$ cat src/rtl/pwm_capture_pkg.sv
// pwm_capture_pkg
//   Shared types and constants for the PWM/tach capture block:
//   FSM state encoding, Avalon register word addresses, status and
//   control bit positions.
package pwm_capture_pkg;

    typedef enum logic [1:0] {
        IDLE      = 2'd0,
        WAIT_RISE = 2'd1,
        HIGH      = 2'd2,
        LOW       = 2'd3
    } state_t;

    localparam int ADDR_W = 3;

    localparam logic [ADDR_W-1:0] ADDR_PERIOD  = 3'd0;
    localparam logic [ADDR_W-1:0] ADDR_HIGH    = 3'd1;
    localparam logic [ADDR_W-1:0] ADDR_STATUS  = 3'd2;
    localparam logic [ADDR_W-1:0] ADDR_COUNT   = 3'd3;
    localparam logic [ADDR_W-1:0] ADDR_TIMEOUT = 3'd4;
    localparam logic [ADDR_W-1:0] ADDR_CONTROL = 3'd5;

    localparam int STAT_VALID   = 0;
    localparam int STAT_TIMEOUT = 1;
    localparam int STAT_STUCK   = 2;

    localparam int CTRL_ENABLE = 0;
    localparam int CTRL_CLEAR  = 1;

endpackage

$ cat src/rtl/pwm_capture_if.sv
// pwm_capture_if
//   Avalon-MM slave bus of the capture block.
//   address/write/writedata/read : master -> slave
//   readdata/waitrequest         : slave -> master
interface pwm_capture_if;
    import pwm_capture_pkg::*;

    logic [ADDR_W-1:0] address;
    logic              write;
    logic [31:0]       writedata;
    logic              read;
    logic [31:0]       readdata;
    logic              waitrequest;

    modport master (
        output address, write, writedata, read,
        input  readdata, waitrequest
    );

    modport slave (
        input  address, write, writedata, read,
        output readdata, waitrequest
    );
endinterface

$ cat src/rtl/pwm_capture_sync.sv
// pwm_in_sync
//   Brings the asynchronous pwm_in into the clk domain and detects edges.
//   clk, reset : system clock, synchronous active-high reset
//   pwm_in     : asynchronous input
//   level      : synchronised level
//   rise, fall : one-cycle pulses on synchronised edges
module pwm_in_sync #(
    parameter int SYNC_STAGES = 2
) (
    input  logic clk,
    input  logic reset,
    input  logic pwm_in,
    output logic level,
    output logic rise,
    output logic fall
);

    logic [SYNC_STAGES-1:0] sync_q;
    logic                   prev_q;

    always_ff @(posedge clk) begin
        if (reset) begin
            sync_q <= '0;
            prev_q <= 1'b0;
        end else begin
            sync_q <= {sync_q[SYNC_STAGES-2:0], pwm_in};
            prev_q <= sync_q[SYNC_STAGES-1];
        end
    end

    assign level = sync_q[SYNC_STAGES-1];
    assign rise  = level & ~prev_q;
    assign fall  = ~level & prev_q;

endmodule

$ cat src/rtl/pwm_capture.sv
// pwm_capture
//   Measures period (rise to rise) and high time (rise to fall) of a
//   PWM/tach input in clk ticks; results on ports and over Avalon-MM.
//   clk, reset      : system clock, synchronous active-high reset
//   avs             : Avalon-MM slave (one read wait state, zero-wait writes)
//   pwm_in          : asynchronous PWM/tach input
//   period_ticks    : last measured period
//   high_ticks      : last measured high time
//   valid           : period_ticks/high_ticks hold a complete measurement
//
//   state     | meaning
//   IDLE      | disabled, counter held at 0, edges ignored
//   WAIT_RISE | waiting for a rise to start a measurement
//   HIGH      | input high, waiting for fall to latch high time
//   LOW       | input low, next rise publishes period/high
module pwm_capture
    import pwm_capture_pkg::*;
#(
    parameter int unsigned CLOCK_SPEED_HZ = 50_000_000,
    parameter int unsigned TIMEOUT_TICKS  = CLOCK_SPEED_HZ / 10,
    parameter int          SYNC_STAGES    = 2
) (
    input  logic          clk,
    input  logic          reset,
    pwm_capture_if.slave  avs,
    input  logic          pwm_in,
    output logic [31:0]   period_ticks,
    output logic [31:0]   high_ticks,
    output logic          valid
);

    localparam logic [31:0] TIMEOUT_INIT = 32'(TIMEOUT_TICKS);

    logic        sync_level, sync_rise, sync_fall;
    state_t      state_q, state_d;
    logic [31:0] cnt_q, cnt_d, cnt_inc;
    logic [31:0] hi_latch_q, hi_latch_d;
    logic [31:0] period_d, high_d;
    logic        valid_d;
    logic        timeout_q, timeout_d;
    logic        stuck_q, stuck_d;
    logic [31:0] count_q, count_d;
    logic [31:0] timeout_reg_q;
    logic        enable_q;
    logic        rd_done_q;
    logic [31:0] rd_data_q, rd_mux;
    logic        ctrl_wr, en_eff, clr, timeout_hit;

    pwm_in_sync #(.SYNC_STAGES(SYNC_STAGES)) u_sync (
        .clk    (clk),
        .reset  (reset),
        .pwm_in (pwm_in),
        .level  (sync_level),
        .rise   (sync_rise),
        .fall   (sync_fall)
    );

    // Control writes steer the FSM on the same edge that stores them, so
    // clear/disable are visible the cycle after the write like any register.
    assign ctrl_wr     = avs.write && (avs.address == ADDR_CONTROL);
    assign en_eff      = ctrl_wr ? avs.writedata[CTRL_ENABLE] : enable_q;
    assign clr         = ctrl_wr && avs.writedata[CTRL_CLEAR];
    assign timeout_hit = (timeout_reg_q != 32'd0) && (cnt_q >= timeout_reg_q);
    assign cnt_inc     = (cnt_q == 32'hFFFF_FFFF) ? cnt_q : cnt_q + 32'd1;

    always_ff @(posedge clk) begin
        if (reset) begin
            state_q      <= WAIT_RISE;
            cnt_q        <= '0;
            hi_latch_q   <= '0;
            period_ticks <= '0;
            high_ticks   <= '0;
            valid        <= 1'b0;
            timeout_q    <= 1'b0;
            stuck_q      <= 1'b0;
            count_q      <= '0;
        end else begin
            state_q      <= state_d;
            cnt_q        <= cnt_d;
            hi_latch_q   <= hi_latch_d;
            period_ticks <= period_d;
            high_ticks   <= high_d;
            valid        <= valid_d;
            timeout_q    <= timeout_d;
            stuck_q      <= stuck_d;
            count_q      <= count_d;
        end
    end

    always_comb begin
        state_d    = state_q;
        cnt_d      = cnt_inc;
        hi_latch_d = hi_latch_q;
        period_d   = period_ticks;
        high_d     = high_ticks;
        valid_d    = valid;
        timeout_d  = timeout_q;
        stuck_d    = stuck_q;
        count_d    = count_q;
        if (clr) begin
            cnt_d      = '0;
            hi_latch_d = '0;
            period_d   = '0;
            high_d     = '0;
            valid_d    = 1'b0;
            timeout_d  = 1'b0;
            stuck_d    = 1'b0;
            count_d    = '0;
            state_d    = en_eff ? WAIT_RISE : IDLE;
        end else if (!en_eff) begin
            cnt_d   = '0;
            valid_d = 1'b0;
            state_d = IDLE;
        end else if (state_q == IDLE) begin
            cnt_d   = '0;
            state_d = WAIT_RISE;
        end else if (timeout_hit) begin
            // Counter restarts so WAIT_RISE can accept the next rise.
            cnt_d     = '0;
            period_d  = '0;
            high_d    = '0;
            valid_d   = 1'b0;
            timeout_d = 1'b1;
            stuck_d   = sync_level;
            state_d   = WAIT_RISE;
        end else begin
            case (state_q)
                WAIT_RISE: begin
                    if (sync_rise) begin
                        cnt_d   = 32'd1;
                        state_d = HIGH;
                    end
                end
                HIGH: begin
                    if (sync_fall) begin
                        hi_latch_d = cnt_q;
                        state_d    = LOW;
                    end
                end
                LOW: begin
                    if (sync_rise) begin
                        period_d  = cnt_q;
                        high_d    = hi_latch_q;
                        valid_d   = 1'b1;
                        timeout_d = 1'b0;
                        count_d   = count_q + 32'd1;
                        cnt_d     = 32'd1;
                        state_d   = HIGH;
                    end
                end
                default: state_d = WAIT_RISE;
            endcase
        end
    end

    always_comb begin
        rd_mux = '0;
        case (avs.address)
            ADDR_PERIOD:  rd_mux = period_ticks;
            ADDR_HIGH:    rd_mux = high_ticks;
            ADDR_STATUS:  rd_mux = {29'd0, stuck_q, timeout_q, valid};
            ADDR_COUNT:   rd_mux = count_q;
            ADDR_TIMEOUT: rd_mux = timeout_reg_q;
            ADDR_CONTROL: rd_mux = {31'd0, enable_q};
            default:      rd_mux = '0;
        endcase
    end

    // Read data is captured in the wait-state cycle, so a read that lands on
    // a measurement update returns the value from before the update.
    always_ff @(posedge clk) begin
        if (reset) begin
            enable_q      <= 1'b1;
            timeout_reg_q <= TIMEOUT_INIT;
            rd_done_q     <= 1'b0;
            rd_data_q     <= '0;
        end else begin
            if (avs.write) begin
                case (avs.address)
                    ADDR_TIMEOUT: timeout_reg_q <= avs.writedata;
                    ADDR_CONTROL: enable_q      <= avs.writedata[CTRL_ENABLE];
                    default: ;
                endcase
            end
            rd_done_q <= avs.read && !rd_done_q;
            if (avs.read && !rd_done_q) begin
                rd_data_q <= rd_mux;
            end
        end
    end

    assign avs.readdata    = rd_data_q;
    assign avs.waitrequest = avs.read && !rd_done_q;

endmodule

$ cat src/flat_wrapper.sv
// flat-port wrapper written by rule: the top's interface ports become plain ports
module pwm_capture_flat import pwm_capture_pkg::*;
#(
    parameter int unsigned CLOCK_SPEED_HZ = 50_000_000,
    parameter int unsigned TIMEOUT_TICKS  = CLOCK_SPEED_HZ / 10,
    parameter int          SYNC_STAGES    = 2
)
  (clk, reset, pwm_in, period_ticks, high_ticks, valid, avs_address, avs_write, avs_writedata, avs_read, avs_readdata, avs_waitrequest);
  pwm_capture_if avs_i ();
  input  logic clk;
  input  logic reset;
  input  logic pwm_in;
  output logic [31:0] period_ticks;
  output logic [31:0] high_ticks;
  output logic valid;
  input wire logic [$bits(avs_i.address)-1:0] avs_address;
  input wire logic [$bits(avs_i.write)-1:0] avs_write;
  input wire logic [$bits(avs_i.writedata)-1:0] avs_writedata;
  input wire logic [$bits(avs_i.read)-1:0] avs_read;
  output wire logic [$bits(avs_i.readdata)-1:0] avs_readdata;
  output wire logic [$bits(avs_i.waitrequest)-1:0] avs_waitrequest;
  assign avs_i.address = avs_address;
  assign avs_i.write = avs_write;
  assign avs_i.writedata = avs_writedata;
  assign avs_i.read = avs_read;
  assign avs_readdata = avs_i.readdata;
  assign avs_waitrequest = avs_i.waitrequest;
  pwm_capture #(.CLOCK_SPEED_HZ(CLOCK_SPEED_HZ), .TIMEOUT_TICKS(TIMEOUT_TICKS), .SYNC_STAGES(SYNC_STAGES)) u_core (.clk(clk), .reset(reset), .avs(avs_i), .pwm_in(pwm_in), .period_ticks(period_ticks), .high_ticks(high_ticks), .valid(valid));
endmodule
$ cat config.mk
export PLATFORM = sky130hd
export DESIGN_NAME = pwm_capture_flat
export DESIGN_NICKNAME = d
export VERILOG_FILES = /design/src/rtl/pwm_capture_pkg.sv /design/src/rtl/pwm_capture_if.sv /design/src/rtl/pwm_capture_sync.sv /design/src/rtl/pwm_capture.sv /design/src/flat_wrapper.sv
export SDC_FILE = /design/constraint.sdc
export NUM_CORES = 1
export LEC_CHECK = 0
export BUFFER_PORTS_ARGS = -buffer_cell sky130_fd_sc_hd__buf_2
export CAP_MARGIN = 20
export CORE_MARGIN = 2
export CORE_UTILIZATION = 58
export CTS_CLUSTER_DIAMETER = 60
export CTS_CLUSTER_SIZE = 10
export DETAILED_ROUTE_END_ITERATION = 10
export PLACE_DENSITY = 0.79
export SLEW_MARGIN = 20
export SYNTH_ARGS = -nofsm -noshare
export SYNTH_HDL_FRONTEND = slang
export SYNTH_SLANG_ARGS = --single-unit
$ cat constraint.sdc
create_clock -name clk -period 3.6 [get_ports clk]
set_input_delay 0.36 -clock clk [delete_from_list [all_inputs] [get_ports clk]]
set_output_delay 0.36 -clock clk [all_outputs]
set_load 0.005 [all_outputs]
Word level (Yosys, flattened, before mapping)
Cells that the tools add are included.
Cells by class
  $add $sub $neg: 2
  order comparisons: 1
  equal/unequal tests: 11
  mux-type cells: 25
  bitwise gates (word level): 7
  reductions and logical operators: 22
Operators with widths (count)
  2-to-1 mux 32 bit: 9
  case mux 32 bit (6 select lines): 1
  adder 32 x 1 -> 32 bit, second input constant: 2
  equality test 32 bit, second input constant: 1
  greater-or-equal comparator 32 bit: 1
  nonzero test 32 bit: 1
  2-to-1 mux 2 bit: 6
  != test 6 x 5 -> 1 bit, second input constant: 2
  AND reduction 5 bit: 2
  2-to-1 mux 1 bit: 8
  equality test 3 x 2 -> 1 bit, second input constant: 2
  equality test 3 bit, second input constant: 2
  AND reduction 2 bit: 3
  AND reduction 3 bit: 2
  NOT 1 bit: 5
  OR reduction 5 bit: 1
  equality test 2 bit, second input constant: 2
  logical AND 1 bit: 4
  case mux 2 bit (2 select lines): 1
  AND reduction 4 bit: 1
  nonzero test 2 bit: 2
  OR reduction 2 bit: 2
  equality test 3 x 1 -> 1 bit, second input constant: 1
  zero test 3 bit: 1
  other kinds (5): 6
Word-level totals
  register bits: 234
  input bits: 40
  output and inout port bits: 98
  logic and storage cells: 83

Depth between registers and ports, before layout
Gate-level depths: netlist (run 1).
  depth after elaboration: 8
  depth in mapped cells: 11
  depth with buffers taken out: 9

Modules after synthesis
From an unflattened synthesis (run 1), not the netlist that was laid out.
Second synthesis, totals
  cells, all modules: 1183
  area total of the unflattened synthesis: 10304.9 um^2
Modules (own cells, without submodules)
  pwm_capture: times used 1, cells each 1175, area an instance 10213.5 um^2, sequential area each 4624.4 um^2
  pwm_in_sync: times used 1, cells each 8, area an instance 91.3 um^2, sequential area each 60.1 um^2

Worst setup path before layout (run 1)
No wires, ideal clock.
  kind: reg-to-reg
  start: reg u_core.cnt_q[0]
  end: reg u_core.count_q[27]
  setup time: 0.116 ns
  data arrival time: 2.484 ns
  data required time: 3.484 ns
  setup slack: 0.999 ns
  cell stages (with the launch flop): 11
  path buffers: 1
  clock period less this slack: 2.601 ns
  cell sequence: dfxtp_1 inv_1 ha_1 nand2b_1 a2111o_1 a32oi_1 a31oi_4 nor4b_2 buf_4 a21oi_1 a31o_2
On the way
  word-level cells in the longest chain between the ends: 4
Ends and longest elaborated chain
  start: declaration: RTL line pwm_capture.sv:36  | logic [31:0] cnt_q, cnt_d, cnt_inc;
  start signal: assignment: RTL line pwm_capture.sv:79  | cnt_q <= cnt_d;
  greater-or-equal comparator 32 bit: RTL line pwm_capture.sv:63  | assign timeout_hit = (timeout_reg_q != 32'd0) && (cnt_q >= timeout_reg_q);
  logical AND 1 bit: RTL line pwm_capture.sv:63
  NOT 1 bit (no line)
  AND reduction 5 bit (no line)
  end signal: assignment: RTL line pwm_capture.sv:86  | count_q <= count_d;
  end: declaration: RTL line pwm_capture.sv:42  | logic [31:0] count_q, count_d;
No other way between the ends.
A chain may end at the register's enable or synchronous reset.

Worst setup path after layout (run 1)
  start: reg u_core.cnt_q[0]
  end: reg u_core.count_q[26]
Same word-level chain as after synthesis.

==> metrics, run 1 <==
placed cells=roughly 1.6k; setup total negative slack=0 ps; GR Util met1=44.2%; Layout Cells excl Fill=about 1.6k; clock transition at the registers of the reported paths=around 60 ps; most crowded layer after global routing=met2; first-pass GRT wire length=around 52,000 um; Post-synth ARST share=0%; Max-cap violations=0; Nets=1,479; M3 GR Usage=4.05%; min-delay src=pwm_in; worst-margin pin slew=about 1000 ps; DR DRC count=0; Gate Count Post-Synth=~1.3k; Data arrival, critical path=approximately 3500 ps; DR iter-0 viols=slightly below 900; post-CTS setup buffer count=0; largest area contributor in the netlist=dfxtp_1; WL final=32,600 um; Synth Area per Inst=about 8.4 sq um; Worst Hold Depth=2; initial antenna violation count=2; Setup WS post-layout=a little over 500 ps; CP Data Required Time=~4000 ps; post_cts resized=0; count of flip-flops with a built-in enable after synthesis=0; area delta synth->final=14.5%; clk_lat worst skew=~530 ps; Setup WS pre-CTS=598 ps; Hold Buf Count CTS=0; drt wl/cell=19.9 um; Setup crit start kind=flop; pin count of the biggest net entering global routing=71; total CTS buffers=27; Max Fanout on Critical Path=46; met2 global-route usage=slightly above 50%; initial core utilization=58.8%; Reg-to-Reg Start=u_core.cnt_q[0]; Antenna Nets Post-Route=0; CTS sink cnt=between 200 and 250; Yosys cell types=59; R2R Setup Slk=between 500 and 600 ps; worst reg2reg endpoint=u_core.count_q[26]; worst r2r path cells=10; core box area=~19,000 sq um; CTS tree=done; mapped cell area=between 10,000 and 15,000 sq um; IO Count=around 140; share of the synthesized area in the top cell type=42.7%; Pins Over Slew Limit=0; Final setup viols=0; maximum clock path buffer count=3; Site Rows=50; global route overflow=0; RSZ-0062 raised after global routing=false; Final Cycle Share=roughly 86%; syn nets=roughly 1.4k; routability cong.=between 0.8 and 0.9; H-tree depth=1; clock skew=about 16 ps; fillers=approximately 1.5k; WS Path Type=flop to flop; ys flop type=dfxtp_1; relative slew slack=between 30% and 40%; all-layer global routing usage=approximately a third; leak pwr=4.79 nW; Synth area leaders=dfxtp_1 43%, a22oi_1 6.3%, nand2_1 5.7%; share of cells above drive strength 1=between 10% and 20%; vias in the first global route=roughly 9.5k; peak supply drop=roughly 0.36 mV; Hold Path Class=primary input to flop; HPWL after DPL=21,900 um; number of diodes=0; Root Buffer=clkbuf_16; Hold Fails Final Rpt=0; FF+latch count, synth=234; Die Footprint=about 20,000 sq um; die width=approximately 140 um; most used standard cell by instance count after synthesis=dfxtp_1; crit end category=flop; min Tclk post-route=between 3000 and 4000 ps; sequential fraction of the synthesis area=42.7%; Pre-antenna DRT Iters=5; via count=a little over 10k; Hold Path Sink=u_core.u_sync.sync_q[0]; YS warnings=0; Post-synth top cells=234 x dfxtp_1, 166 x nand2_1, 136 x nor2_1; die height=around 140 um; Via density=about 6.3; Port Buffers=~140; pwr/cell area=421 nW/um^2; Highest Clock Rate=324 MHz; status=completed
-- cell usage in the layout, fill, tap and decap left out, types with 32 or more instances in the layout --
master   count
inv_1       46
a32oi_1     35
nand2_1    166
nand3_1     32
buf_2      137
a22oi_1     92
dfxtp_1    234
ha_1        34
o21ai_0     65
a21oi_1    113
mux2i_1     47
nor2_1     135
-- layer usage --
metal / up-vias / share of wire, %
met2: 560 / 46
met3: 74 / 9.0
met1: 4891 / 42
met5: - / 0
met4: 0 / 3.6
li1: 4856 / -
-- power breakdown --
part / internal (mW) / leakage [nW] / total, mW / switching [mW]
clock: 1.41 / 0.359 / 2.40 / 0.988
combinational: 0.0769 / 2.55 / 0.259 / 0.183
sequential: 2.61 / 1.89 / 2.63 / 0.0222
total: 4.10 / 4.79 / 5.29 / 1.19
-- area by class of cell --
cell class | count | area (sq um) | area share, %
Clock buffer | 28 | 689 | 5.49
Timing Repair Buffer | 159 | 913 | 7.27
Tap cell | 234 | 293 | 2.33
Sequential cell | 234 | 4680 | 37.3
Clock inverter | 2 | 38.8 | 0.309
Inverter | 46 | 173 | 1.37
Multi-Input combinational cell | 937 | 5770 | 45.9
-- critical path, cell delays in order (launching register included) --
cell and delay (ps):
dfxtp_1 420, inv_1 110, ha_1 280, nand2b_1 140, a2111o_1 400, a32oi_1 320, a31oi_4 230, nor3_2 190
buf_4 510, a21oi_1 130, a31o_2 230
-- per-stage QoR --
step / instance area (sq um) / power, mW / hold WS [ps] / util (%)
3_5_place_dp: 11800 / 2.94 / 433 / 63.5
4_1_cts: 12600 / 5.30 / 38.2 / 67.4
2_1_floorplan: 11000 / 2.84 / 414 / -
5_1_grt: 12600 / 5.44 / 47.4 / 67.4
3_3_place_gp: 11800 / 2.93 / 434 / 63.5
6_report: 12600 / 5.29 / 46.6 / 67.4
-- worst max-delay path by stage --
| stage | startpoint | endpoint | slack, ps | depth (start not counted) |
|---|---|---|---|---|
| 2_1_floorplan | u_core.cnt_q[0] | u_core.count_q[27] | 1000 | 10 |
| 3_5_place_dp | u_core.cnt_q[0] | u_core.count_q[26] | 600 | 10 |
| 3_3_place_gp | u_core.cnt_q[0] | u_core.count_q[26] | 730 | 10 |
| 5_1_grt | u_core.cnt_q[0] | u_core.count_q[24] | 320 | 10 |
| 4_1_cts | u_core.cnt_q[0] | u_core.count_q[26] | 560 | 10 |
| 6_report | u_core.cnt_q[0] | u_core.count_q[26] | 520 | 10 |
-- registers in the layout, summed over array words and instances, names as in the netlist --
signal / flops
u_core.valid: 1
u_core.cnt_q: 32
u_core.state_q: 2
u_core.period_ticks: 32
u_core.count_q: 32
u_core.hi_latch_q: 32
u_core.rd_done_q: 1
u_core.timeout_reg_q: 32
u_core.avs.readdata: 32
u_core.enable_q: 1
u_core.u_sync.prev_q: 1
u_core.timeout_q: 1
u_core.u_sync.sync_q: 2
u_core.high_ticks: 32
u_core.stuck_q: 1
-- cell families after synthesis --
kind of cell / count (synthesis) / share of synthesized area, %
fa+ha+maj: 34 / 3.88
flops: 234 / 42.7
buf+inv: 136 / 5.12
compound gates: 352 / 20.8
xor+xnor: 33 / 2.64
simple gates: 466 / 19.9
mux: 52 / 5.01
Note: power is estimated with default switching activity, not from simulation.
==> run 2: changes to the inputs <==
--- a/config.mk
+++ b/config.mk
@@ -7,6 +7,7 @@
 export LEC_CHECK = 0
 export BUFFER_PORTS_ARGS = -buffer_cell sky130_fd_sc_hd__buf_2
 export CAP_MARGIN = 20
+export CORE_ASPECT_RATIO = 1.75
 export CORE_MARGIN = 2
 export CORE_UTILIZATION = 58
 export CTS_CLUSTER_DIAMETER = 60
==> metrics, run 2 (same netlist as run 1, synthesis figures left out) <==
RSZ-0062 raised after global routing=false (unchanged); Via density=6.36 (was 6.33); R2R Setup Slk=650 ps (was 520 ps); crit path buf inv count=2 (unchanged); setup total negative slack=0 ps (unchanged); CP Data Required Time=4000 ps (was 4020 ps); WL final=33,000 um (was 32,600 um); Sw Pwr=1.22 mW (was 1.19 mW); Nets=1,482 (was 1,479); relative slew slack=29.5% (was 30.7%); clk_lat worst skew=540 ps (was 530 ps); Highest Clock Rate=338 MHz (was 324 MHz); first-pass GRT wire length=51,700 um (was 51,600 um); pwr/cell area=416 nW/um^2 (was 421 nW/um^2); die height=186 um (was 142 um); logic gate share of total power=5.0% (was 4.9%); initial core utilization=59.0% (was 58.8%); GR Util met1=40.1% (was 44.2%); maximum clock path buffer count=3 (unchanged); DR DRC count=0 (unchanged); Pins Over Slew Limit=0 (unchanged); pin count of the biggest net entering global routing=70 (was 71); CTS tree=done (unchanged); leak pwr=4.79 nW (about the same); area delta synth->final=14.4% (was 14.5%); Die Footprint=20,100 sq um (was 20,000 sq um); CTS sink cnt=234 (unchanged); status=completed (unchanged); Placed Area=11,900 sq um (was 11,800 sq um); via count=10.5k (was 10.4k); worst r2r path cells=10 (unchanged); crit end category=flop (unchanged); Hold Path Class=primary input to flop (unchanged); Max-cap violations=0 (unchanged); WS Path Type=flop to flop (unchanged); Top delay family on crit path=compound AO/OA/AOI/OAI gates (unchanged); crit-path cells=inv_1 > ha_1 > nand4_1 > nor4_1 > a32oi_1 > a31oi_4 > nor2_4 > a22oi_4 > buf_12 > o21ai_0 (was inv_1 > ha_1 > nand2b_1 > a2111o_1 > a32oi_1 > a31oi_4 > nor3_2 > buf_4 > a21oi_1 > a31o_2); clock skew=14.5 ps (was 15.6 ps); min-delay src=avs_writedata[18] (was pwm_in); Max Fanout on Critical Path=64 (was 46); vias in the first global route=9,884 (was 9,534); routability cong.=0.925 (was 0.892); Hold Fails Final Rpt=0 (unchanged); Data arrival, critical path=3360 ps (was 3500 ps); most frequent cells in the layout=234 x dfxtp_1, 166 x nand2_1, 137 x buf_2, 135 x nor2_1, 113 x a21oi_1 (unchanged); overall power=5.22 mW (was 5.29 mW); clock transition at the registers of the reported paths=60 ps (about the same); Setup crit start kind=flop (unchanged); global route overflow=0 (unchanged); most crowded layer after global routing=met2 (unchanged); Layout Cells excl Fill=1,645 (was 1,640); HPWL after DPL=22,800 um (was 21,900 um); initial antenna violation count=0 (was 2); leading cell type in the layout, fill and taps excluded=dfxtp_1 (unchanged); Worst Hold Depth=2 (unchanged); core box area=18,600 sq um (about the same); Int Pwr=4.00 mW (was 4.10 mW); placed cells=1,617 (was 1,610); Site Rows=66 (was 50); post_cts resized=0 (unchanged); share of cells above drive strength 1=15.9% (about the same); all-layer global routing usage=32.4% (was 32.0%); worst reg2reg endpoint=u_core.high_ticks[29] (was u_core.count_q[26]); min Tclk post-route=2950 ps (was 3080 ps); DR iter-0 viols=799 (was 874); Clock Power Share=44.6% (was 45.3%); Hold Buf Count CTS=0 (unchanged); post-CTS setup buffer count=0 (unchanged); worst-margin pin slew=1050 ps (was 1030 ps); Pre-antenna DRT Iters=5 (unchanged); die width=108 um (was 142 um); total CTS buffers=27 (unchanged); Final Cell Area=12,500 sq um (was 12,600 sq um); Final setup viols=0 (unchanged); slowest stage delay, CP=430 ps (was 510 ps); register share of total power=50.4% (was 49.8%); peak supply drop=0.521 mV (was 0.355 mV); Antenna Nets Post-Route=0 (unchanged); switch share=23.4% (was 22.6%); number of diodes=0 (unchanged); drt wl/cell=20.1 um (was 19.9 um); Critical-path top delay cell=a31oi_4 (was buf_4); Port Buffers=137 (unchanged); IO Count=138 (unchanged); met2 global-route usage=55.8% (was 51.4%); H-tree depth=1 (unchanged); Hold Path Sink=u_core.timeout_reg_q[18] (was u_core.u_sync.sync_q[0]); Final Cycle Share=82.1% (was 85.6%); Reg-to-Reg Start=u_core.timeout_reg_q[14] (was u_core.cnt_q[0]); M3 GR Usage=3.99% (was 4.05%); Root Buffer=clkbuf_16 (unchanged)
[run 2: area by class of cell]
class / count / area, sq um
clock inverter: 1 / 8.76
clock buffer: 27 / 676
sequential: 234 / 4680
fill: 1566 / 6040
tap: 238 / 298
multi-input combinational: 937 / 5770
inverter: 46 / 173
timing repair buffer: 162 / 936
[run 2: metrics by stage]
stage | setup WS [ps] | hold slack (ps) | util [%]
floorplan | 999 | 414 | -
global placement | 801 | 422 | 63.8
detailed placement | 719 | 429 | 63.8
CTS | 693 | 30.5 | 67.5
global route | 473 | 50.6 | 67.5
finish | 645 | 41.0 | 67.5
[run 2: worst max-delay path by stage]
stage / slack (ps) / start / endpoint / depth (start not counted)
2_1_floorplan: 1000 / u_core.cnt_q[0] / u_core.count_q[27] / 10
3_3_place_gp: 800 / u_core.cnt_q[0] / u_core.count_q[2] / 10
3_5_place_dp: 720 / u_core.timeout_reg_q[14] / u_core.high_ticks[29] / 10
4_1_cts: 690 / u_core.cnt_q[0] / u_core.count_q[10] / 10
5_1_grt: 470 / u_core.cnt_q[0] / u_core.count_q[24] / 10
6_report: 650 / u_core.timeout_reg_q[14] / u_core.high_ticks[29] / 10
[run 2: power by group through the flow]
stage	sequential (mW)	combinational (mW)	clock [mW]
global route	2.63	0.283	2.42
finish	2.63	0.261	2.33
detailed placement	2.69	0.255	0
global placement	2.69	0.252	0
floorplan	2.68	0.164	0
CTS	2.63	0.258	2.34
[run 2: metal layers]
| layer | wire [um] | vias up | share of wire (%) |
|---|---|---|---|
| met2 | 16400 | 454 | 50 |
| met5 | 0 | - | 0 |
| met4 | 1560 | 0 | 4.7 |
| met1 | 12700 | 5032 | 38 |
| met3 | 2330 | 105 | 7.0 |
| li1 | - | 4864 | - |
